==> src/rtl/spi_reg_loader.sv <==
// ============================================================================
//  Module   : spi_reg_loader
//  Purpose  : Parses byte frames from the SPI receiver (command byte followed
//             by data bytes) and writes into / reads back from an on-chip
//             bank of 8-bit configuration registers.
//  Revision : 1.0  initial release
// ----------------------------------------------------------------------------
//  Ports
//    iclk        in   internal clock, rising edge
//    rst         in   asynchronous active-high reset
//    byte_in     in   [7:0] received byte
//    byte_valid  in   one-cycle strobe qualifying byte_in
//    frame_end   in   one-cycle strobe, SPI frame finished
//    regs_out    out  [NUM_REGS*8-1:0] flattened register bank (reg k at 8k)
//    wr_strobe   out  one-cycle pulse after each register write
//    wr_addr     out  [AW-1:0] address of the last write
//    rd_data     out  [7:0] readback byte, held between pulses
//    rd_valid    out  one-cycle pulse qualifying rd_data
//    cmd_err     out  one-cycle pulse, command address out of range
//    busy        out  frame in progress (FSM not IDLE)
// ============================================================================
`default_nettype none

module spi_reg_loader #(
  parameter int NUM_REGS = 16,
  parameter int AW       = $clog2(NUM_REGS)
) (
  input  logic                  iclk,
  input  logic                  rst,
  input  logic [7:0]            byte_in,
  input  logic                  byte_valid,
  input  logic                  frame_end,
  output logic [NUM_REGS*8-1:0] regs_out,
  output logic                  wr_strobe,
  output logic [AW-1:0]         wr_addr,
  output logic [7:0]            rd_data,
  output logic                  rd_valid,
  output logic                  cmd_err,
  output logic                  busy
);

  localparam logic [1:0] S_IDLE    = 2'd0;
  localparam logic [1:0] S_WRITE   = 2'd1;
  localparam logic [1:0] S_READ    = 2'd2;
  localparam logic [1:0] S_DISCARD = 2'd3;

  logic [1:0]    r_state;
  logic [AW-1:0] r_ptr;
  logic [7:0]    r_regs [NUM_REGS];
  logic          r_wr_strobe;
  logic [AW-1:0] r_wr_addr;
  logic [7:0]    r_rd_data;
  logic          r_rd_valid;
  logic          r_cmd_err;
  logic          r_busy;

  logic [1:0]    w_next_state;
  logic [6:0]    w_cmd_addr;
  logic          w_addr_bad;
  logic [AW-1:0] w_ptr_inc;

  assign w_cmd_addr = byte_in[6:0];
  // Compare at 8 bits so NUM_REGS=128 does not truncate to zero.
  assign w_addr_bad = ({1'b0, w_cmd_addr} >= 8'(NUM_REGS));
  // Explicit wrap: NUM_REGS need not be a power of two.
  assign w_ptr_inc  = (r_ptr == AW'(NUM_REGS - 1)) ? '0 : r_ptr + AW'(1);

  always_comb begin
    w_next_state = r_state;
    if (byte_valid && (r_state == S_IDLE)) begin
      if (w_addr_bad)      w_next_state = S_DISCARD;
      else if (byte_in[7]) w_next_state = S_WRITE;
      else                 w_next_state = S_READ;
    end
    // frame_end overrides: the byte in the same cycle is still processed.
    if (frame_end) w_next_state = S_IDLE;
  end

  always_ff @(posedge iclk or posedge rst) begin
    if (rst) begin
      r_state     <= S_IDLE;
      r_ptr       <= '0;
      r_wr_strobe <= 1'b0;
      r_wr_addr   <= '0;
      r_rd_data   <= 8'h00;
      r_rd_valid  <= 1'b0;
      r_cmd_err   <= 1'b0;
      r_busy      <= 1'b0;
    end else begin
      r_state     <= w_next_state;
      r_busy      <= (w_next_state != S_IDLE);
      r_wr_strobe <= 1'b0;
      r_rd_valid  <= 1'b0;
      r_cmd_err   <= 1'b0;
      if (byte_valid) begin
        case (r_state)
          S_IDLE: begin
            if (w_addr_bad) begin
              r_cmd_err <= 1'b1;
            end else begin
              r_ptr <= w_cmd_addr[AW-1:0];
              if (!byte_in[7]) begin
                r_rd_data  <= r_regs[w_cmd_addr[AW-1:0]];
                r_rd_valid <= 1'b1;
              end
            end
          end
          S_WRITE: begin
            r_wr_strobe <= 1'b1;
            r_wr_addr   <= r_ptr;
            r_ptr       <= w_ptr_inc;
          end
          S_READ: begin
            // Dummy byte: advance first, then return the new location.
            r_ptr      <= w_ptr_inc;
            r_rd_data  <= r_regs[w_ptr_inc];
            r_rd_valid <= 1'b1;
          end
          default: ;
        endcase
      end
    end
  end

  always_ff @(posedge iclk or posedge rst) begin
    if (rst) begin
      for (int k = 0; k < NUM_REGS; k++) r_regs[k] <= 8'h00;
    end else if (byte_valid && (r_state == S_WRITE)) begin
      r_regs[r_ptr] <= byte_in;
    end
  end

  generate
    for (genvar g = 0; g < NUM_REGS; g++) begin : g_regs_out
      assign regs_out[8*g +: 8] = r_regs[g];
    end
  endgenerate

  assign wr_strobe = r_wr_strobe;
  assign wr_addr   = r_wr_addr;
  assign rd_data   = r_rd_data;
  assign rd_valid  = r_rd_valid;
  assign cmd_err   = r_cmd_err;
  assign busy      = r_busy;

endmodule

`default_nettype wire

==> config.mk <==
export PLATFORM = sky130hd
export DESIGN_NAME = spi_reg_loader
export DESIGN_NICKNAME = d
export VERILOG_FILES = /design/src/rtl/spi_reg_loader.sv
export SDC_FILE = /design/constraint.sdc
export NUM_CORES = 1
export LEC_CHECK = 0
export ABC_AREA = 1
export ABC_CLOCK_PERIOD_IN_PS = 6600
export CAP_MARGIN = 20
export CORE_UTILIZATION = 53
export CTS_CLUSTER_SIZE = 40
export DETAILED_ROUTE_END_ITERATION = 7
export PLACE_DENSITY = 0.81
export SYNTH_ARGS = -nofsm -noshare
export SYNTH_HDL_FRONTEND = slang
export SYNTH_SLANG_ARGS = --single-unit
==> constraint.sdc <==
create_clock -name iclk -period 6.6 [get_ports iclk]
set_clock_uncertainty 0.1 [all_clocks]
set_input_delay 1.32 -clock iclk [delete_from_list [all_inputs] [get_ports iclk]]
set_output_delay 1.32 -clock iclk [all_outputs]
set_load 0.02 [all_outputs]
==> metrics.cfg, run 1 <==
[status]
status=complete, no violations

[clock_tree]
cts_setup_buffers=0
h-tree-depth=4
cts-resized-gates=0
clock_path_buffers=2
hold_buffers=0
numCtsBuffers=17
clk_latency_ns=0.44
cts_root_buffer=clkbuf_16
clkTransAtPathRegs_ns=0.06
cts_tree=yes
clock-sinks=150

[sta]
tightestPinTransition_ns=1.06
maxSlewHeadroom=0.296
drv_slew=0
finalSetupViolations=0
hold_viol_final=0
setup_total_negative_slack_ns=0
max_freq_mhz=254
period_needed_ns=3.94
rsz0062_at_grt=no
min_period_over_period=0.597

[hold_path]
min_from=wr_addr[2]$_DFFE_PP0P_
holdPathStages=2
hold_path_class=flop to flop

[power_and_ir_drop]
leakage_nw=4.79
power_mw=5.58
pwr_density_cell_mw_per_mm2=527
peakVddDrop_v=0.000329

[floorplanning]
core-area_mm2=0.0154
start_util=0.550
rows=45
die_area_mm2=0.0165
die_x_um=128
ioPinCount=156
die_y_um=128

[yosys]
synthesis.area_mm2=0.00846
synth_nets=1200
synth_top_area_share=0.444
synth.area.top_cells=dfrtp_1 (44%), nand2_1 (16%), nand3_1 (11%)
synth_ff_type=dfrtp_1
async_flop_share=1.00
ys_seq_area_frac=0.444
yosys_warnings=0
synthCells=1181
yosys.area.top_type=dfrtp_1
avgSynthCellArea_um2=7.16
synth.top_cells.by_count=nand2_1 (359), nand3_1 (194), o21ai_0 (174)
synth_edf_count=0
ys_types=24
ys_ff_latch=150
yosysMostFrequentCell=nand2_1

[worst_setup_path]
cp-startpoint=r_ptr[0]$_DFFE_PP0P_
r2r-start=r_ptr[0]$_DFFE_PP0P_
crit_arrival_ns=4.17
cp_max_fo=55
cp-start-kind=flop
required_ns=6.83
reg2reg_depth=11
crit_type=flop to flop
cp-end-kind=flop

[finish]
num-nets-final=1301
syn_to_final_growth_pct=25.2
layout-drive-gt1-share=0.0402
antenna_cells=0
stdcell_count=1506

[detailed_routing]
drt_iter0_markers=1208
drtAntennaViolNets=0
drc_errors=0
routed_via_density=5.95
vias=8961
dr.pass1.iters=6
wl_mm=29.8
post_drt_wl_per_cell_um=19.8

[global_route]
grt_max_degree=119
grt.total_usage=0.369
grt_pass1_wl_mm=45.4
overflow=0
antenna_found_initial=0
grt_pass1_vias=7916

[job]
cap_violations=0

[place]
io_buffer_count=155
placed_cells=1471
hpwl_mm=19.6
gp_congestion=0.971

[per-stage QoR]
step / setup slack [ns] / hold slack [ns] / utilization / instance area [µm²]
floorplan: 1.14 / 0.472 / - / 8460
global placement: 2.67 / 0.365 / 0.645 / 9920
detailed placement: 2.60 / 0.396 / 0.647 / 9940
CTS: 2.92 / 0.411 / 0.684 / 10500
global route: 2.56 / 0.416 / 0.689 / 10600
finish: 2.66 / 0.408 / 0.689 / 10600
[layer usage]
layer / vias up / wire [µm] / share of wire / track usage
li1: 4047 / - / - / -
met1: 4216 / 12400 / 0.42 / 0.534
met2: 612 / 13000 / 0.44 / 0.541
met3: 86 / 3350 / 0.11 / 0.0852
met4: 0 / 957 / 0.032 / 0.138
met5: - / 0 / 0 / 0
[sequential cells by signal, indices dropped and copies added, names as in the netlist]
signal / cells
regs_out: 128
wr_strobe: 1
cmd_err: 1
rd_data: 8
rd_valid: 1
r_ptr: 4
r_state: 2
wr_addr: 4
busy: 1
[cells by family (layout without fill, tap and decap cells)]
family	count (synthesis)	count (layout)	synth area share
and+or+nand+nor	576	576	0.287
AOI/OAI and AO/OA	234	234	0.153
buffers and inverters	214	328	0.106
DFF	150	150	0.444
adders and majority gates	7	7	0.0104
[where the power goes]
group          internal [mW]  switching, mW  total [mW]
clock network          0.526          0.430       0.956
registers               1.29          0.417        1.70
logic                   1.14           1.78        2.92
[area by class of cell]
| class | instances | area (µm²) |
|---|---|---|
| clock buffers | 17 | 425 |
| fillers | 1297 | 4780 |
| repair buffers | 164 | 1690 |
| clock inverters | 15 | 144 |
| flip-flops and latches | 150 | 3750 |
| well taps | 211 | 264 |
| multi-input cells | 817 | 3810 |
| inverters | 132 | 500 |
[worst paths after layout]
kind | end | slack, ns
max in group asynchronous | regs_out[109]$_DFFE_PP0P_ | 3.86
setup / recovery | rd_data[4]$_DFFE_PP0P_ | 2.66
hold / removal | wr_addr[2]$_DFFE_PP0P_ | 0.41
setup reg to reg | rd_data[4]$_DFFE_PP0P_ | 2.66
min in group asynchronous | regs_out[59]$_DFFE_PP0P_ | 1.31
hold reg to reg | wr_addr[2]$_DFFE_PP0P_ | 0.41
[placed cells by master (no fill, tap or decap)]
| cell | synthesis | final |
|---|---|---|
| nand2_1 | 359 | 359 |
| nand3_1 | 194 | 194 |
| o21ai_0 | 174 | 174 |
| clkdlybuf4s50_1 | 0 | 154 |
| dfrtp_1 | 150 | 150 |
| inv_1 | 130 | 129 |
| o211ai_1 | 45 | 45 |
| clkbuf_16 | 0 | 17 |
| nor2_1 | 15 | 15 |
| a21oi_1 | 11 | 11 |
| ha_1 | 7 | 7 |
| inv_6 | 0 | 6 |
| clkinvlp_4 | 0 | 6 |
| buf_4 | 5 | 6 |
| buf_16 | 0 | 3 |
| nor3_1 | 2 | 2 |
| inv_2 | 2 | 2 |
| nand2_2 | 2 | 2 |
| o21ai_1 | 2 | 2 |
| or2_2 | 1 | 1 |
| nor2_2 | 1 | 1 |
| o22ai_1 | 1 | 1 |
| nand2_4 | 1 | 1 |
| nand3_2 | 1 | 1 |
| o211ai_2 | 1 | 1 |
| clkinv_2 | 0 | 1 |
| bufinv_16 | 0 | 1 |
| inv_8 | 0 | 1 |
| clkinv_4 | 0 | 1 |
| buf_12 | 0 | 1 |
[critical path: stages, from the launching register on]
cell     delay, ns
dfrtp_1       0.40
ha_1          0.23
nand3_2       0.75
nand2_2       0.92
buf_4         0.57
o21ai_0       0.19
nand2_1       0.12
nand3_1       0.13
nand3_1       0.17
nand3_1       0.09
nand2_1       0.07
nand2_1       0.05
(Power assumes the default switching activity.)
==> run 2: changes to the inputs <==
--- a/config.mk
+++ b/config.mk
@@ -6,7 +6,7 @@
 export NUM_CORES = 1
 export LEC_CHECK = 0
 export ABC_AREA = 1
-export ABC_CLOCK_PERIOD_IN_PS = 6600
+export ABC_CLOCK_PERIOD_IN_PS = 3650
 export CAP_MARGIN = 20
 export CORE_UTILIZATION = 53
 export CTS_CLUSTER_SIZE = 40
==> constraint.sdc (replaced) <==
create_clock -name iclk -period 3.65 [get_ports iclk]
set_clock_uncertainty 0.1 [all_clocks]
set_input_delay 0.73 -clock iclk [delete_from_list [all_inputs] [get_ports iclk]]
set_output_delay 0.73 -clock iclk [all_outputs]
set_load 0.02 [all_outputs]
==> run 2 against run 1 <==
Net effect: die area unchanged; critical path type unchanged; non-clock buffer count up 10; flip-flop and latch count is the same; clock power is 84% higher; utilization increased by 0.35 points.
==> metrics.cfg, run 2 (synthesis results as in run 1) <==
[hold_path]
holdPathStages=2  ; unchanged
min_from=regs_out[76]$_DFFE_PP0P_  ; was wr_addr[2]$_DFFE_PP0P_
hold_path_class=flop to flop  ; unchanged
hold_path_end=regs_out[76]$_DFFE_PP0P_  ; was wr_addr[2]$_DFFE_PP0P_

[clock_tree]
cts-resized-gates=0  ; unchanged
clock-sinks=150  ; unchanged
cts_setup_buffers=0  ; unchanged
numCtsBuffers=17  ; unchanged
hold_buffers=0  ; unchanged
cts_root_buffer=clkbuf_16  ; unchanged
cts_tree=yes  ; unchanged
h-tree-depth=4  ; unchanged
clock_path_buffers=2  ; unchanged
clkTransAtPathRegs_ns=0.06  ; about the same
clk_latency_ns=0.43  ; was 0.44 ns

[finish]
layout_commonest_cell=nand2_1  ; unchanged
syn_to_final_growth_pct=25.8  ; was 25.2%
stdcell_area_mm2=0.0106  ; about the same
largest_reg_flops=128  ; unchanged
num-nets-final=1311  ; was 1,301
antenna_cells=0  ; unchanged
final_cell_mix=nand2_1 (359), nand3_1 (194), o21ai_0 (174)  ; unchanged
layout-drive-gt1-share=0.0460  ; was 0.0402

[detailed_routing]
top_layer_used=met4  ; unchanged
wl_met2_mm=13.0  ; about the same
drtAntennaViolNets=0  ; unchanged
drt_iter0_markers=1134  ; was 1,208
routed_via_density=5.80  ; was 5.95
drc_errors=0  ; unchanged
dr.pass1.iters=6  ; unchanged
vias=8794  ; was 8,961
post_drt_wl_per_cell_um=18.8  ; was 19.8 µm
wl_met1_mm=11.8  ; was 12.4 mm
dr_wl_met3_mm=2.92  ; was 3.35 mm
wl_mm=28.5  ; was 29.8 mm

[sta]
finalSetupViolations=0  ; unchanged
tightestPinTransition_ns=0.819  ; was 1.06 ns
period_needed_ns=2.83  ; was 3.94 ns
hold_viol_final=0  ; unchanged
setup_total_negative_slack_ns=0  ; unchanged
maxSlewHeadroom=0.453  ; was 0.296
drv_slew=0  ; unchanged
max_freq_mhz=353  ; was 254 MHz
min_period_over_period=0.775  ; was 0.597
rsz0062_at_grt=no  ; unchanged

[worst_setup_path]
cp-start-kind=flop  ; unchanged
cp-end-kind=flop  ; unchanged
required_ns=3.87  ; was 6.83 ns
r2r-start=r_ptr[0]$_DFFE_PP0P_  ; unchanged
crit_arrival_ns=3.05  ; was 4.17 ns
cp_max_fo=17  ; was 55
rrSetupSlack_ns=0.82  ; was 2.66 ns
r2r-end=rd_data[4]$_DFFE_PP0P_  ; unchanged
reg2reg_depth=10  ; was 11
crit_type=flop to flop  ; unchanged

[global_route]
grt_pass1_vias=8104  ; was 7,916
grt_pass1_wl_mm=44.8  ; was 45.4 mm
grt.total_usage=0.362  ; was 0.369
overflow=0  ; unchanged
antenna_found_initial=0  ; unchanged
grt_max_degree=73  ; was 119

[floorplanning]
die_x_um=128  ; unchanged
ioPinCount=156  ; unchanged
core-area_mm2=0.0154  ; unchanged
die_area_mm2=0.0165  ; unchanged
rows=45  ; unchanged
die_y_um=128  ; unchanged
start_util=0.550  ; unchanged

[status]
status=complete, no violations  ; unchanged

[power_and_ir_drop]
peakVddDrop_v=0.000456  ; was 0.000329 V
pwr_density_cell_mw_per_mm2=942  ; was 527 mW/mm²
leakage_nw=4.84  ; was 4.79 nW

[place]
io_buffer_count=155  ; unchanged
hpwl_mm=19.3  ; was 19.6 mm
place_area_mm2=0.0101  ; was 0.00994 mm²
gp_congestion=0.914  ; was 0.971

[job]
cap_violations=0  ; unchanged

run 2: cell count changes in the layout (fill, tap and decap cells not counted):
cell / delta
buf_12: +2
buf_16: -3
buf_4: +11
bufinv_16: +1
clkbuf_1: +2
clkbuf_8: +2
clkinv_2: +2
clkinvlp_4: -2
inv_6: -4
inv_8: -1
run 2: cell type report:
| class | instances | area, µm² |
|---|---|---|
| sequential | 150 | 3750 |
| timing repair buffer | 174 | 1730 |
| inverter | 132 | 499 |
| clock buffer | 21 | 460 |
| multi-input combinational | 817 | 3810 |
| clock inverter | 11 | 124 |
| tap | 211 | 264 |
| fill | 1296 | 4730 |
run 2: worst max path at each step:
| stage | from | end | slack (ns) | cells past startpoint |
|---|---|---|---|---|
| 6_report | r_ptr[0]$_DFFE_PP0P_ | rd_data[4]$_DFFE_PP0P_ | 0.82 | 10 |
| 3_3_place_gp | byte_valid | regs_out[54]$_DFFE_PP0P_ | 0.71 | 6 |
| 4_1_cts | r_ptr[0]$_DFFE_PP0P_ | rd_data[4]$_DFFE_PP0P_ | 0.96 | 10 |
| 5_1_grt | r_ptr[0]$_DFFE_PP0P_ | rd_data[4]$_DFFE_PP0P_ | 0.63 | 10 |
| 2_1_floorplan | rst | busy$_DFF_PP0_ | 0.93 | 1 |
| 3_5_place_dp | byte_valid | regs_out[70]$_DFFE_PP0P_ | 0.64 | 6 |
run 2: critical path: stages, from the launching register on:
cell and delay [ns]:
dfrtp_1 0.41, inv_1 0.54, ha_1 0.60, inv_1 0.16, buf_4 0.24, nand3_1 0.13
nand3_1 0.17, nand3_1 0.16, nand3_1 0.08, nand2_1 0.08, nand2_1 0.04
run 2: where the power goes:
group,leakage (nW),internal (mW),switching (mW)
registers,1.98,2.33,0.732
clock network,0.280,1.04,0.716
logic,2.58,2.05,3.16
total,4.84,5.42,4.61
run 2: layer usage:
| layer | track usage | up-vias |
|---|---|---|
| li1 | - | 4074 |
| met1 | 0.518 | 4150 |
| met2 | 0.549 | 515 |
| met3 | 0.0748 | 55 |
| met4 | 0.123 | 0 |
| met5 | 0 | - |
run 2: per-stage QoR:
step | std cells | util | hold slack, ns | worst slack (ns) | total power [mW]
after floorplan | 1181 | - | 0.472 | 0.931 | 5.96
after global placement | 1484 | 0.654 | 0.372 | 0.707 | 8.07
after detailed placement | 1484 | 0.654 | 0.393 | 0.638 | 8.15
after CTS | 1516 | 0.692 | 0.409 | 0.958 | 9.94
after global routing | 1516 | 0.692 | 0.431 | 0.630 | 10.6
final | 1516 | 0.692 | 0.410 | 0.819 | 10.0
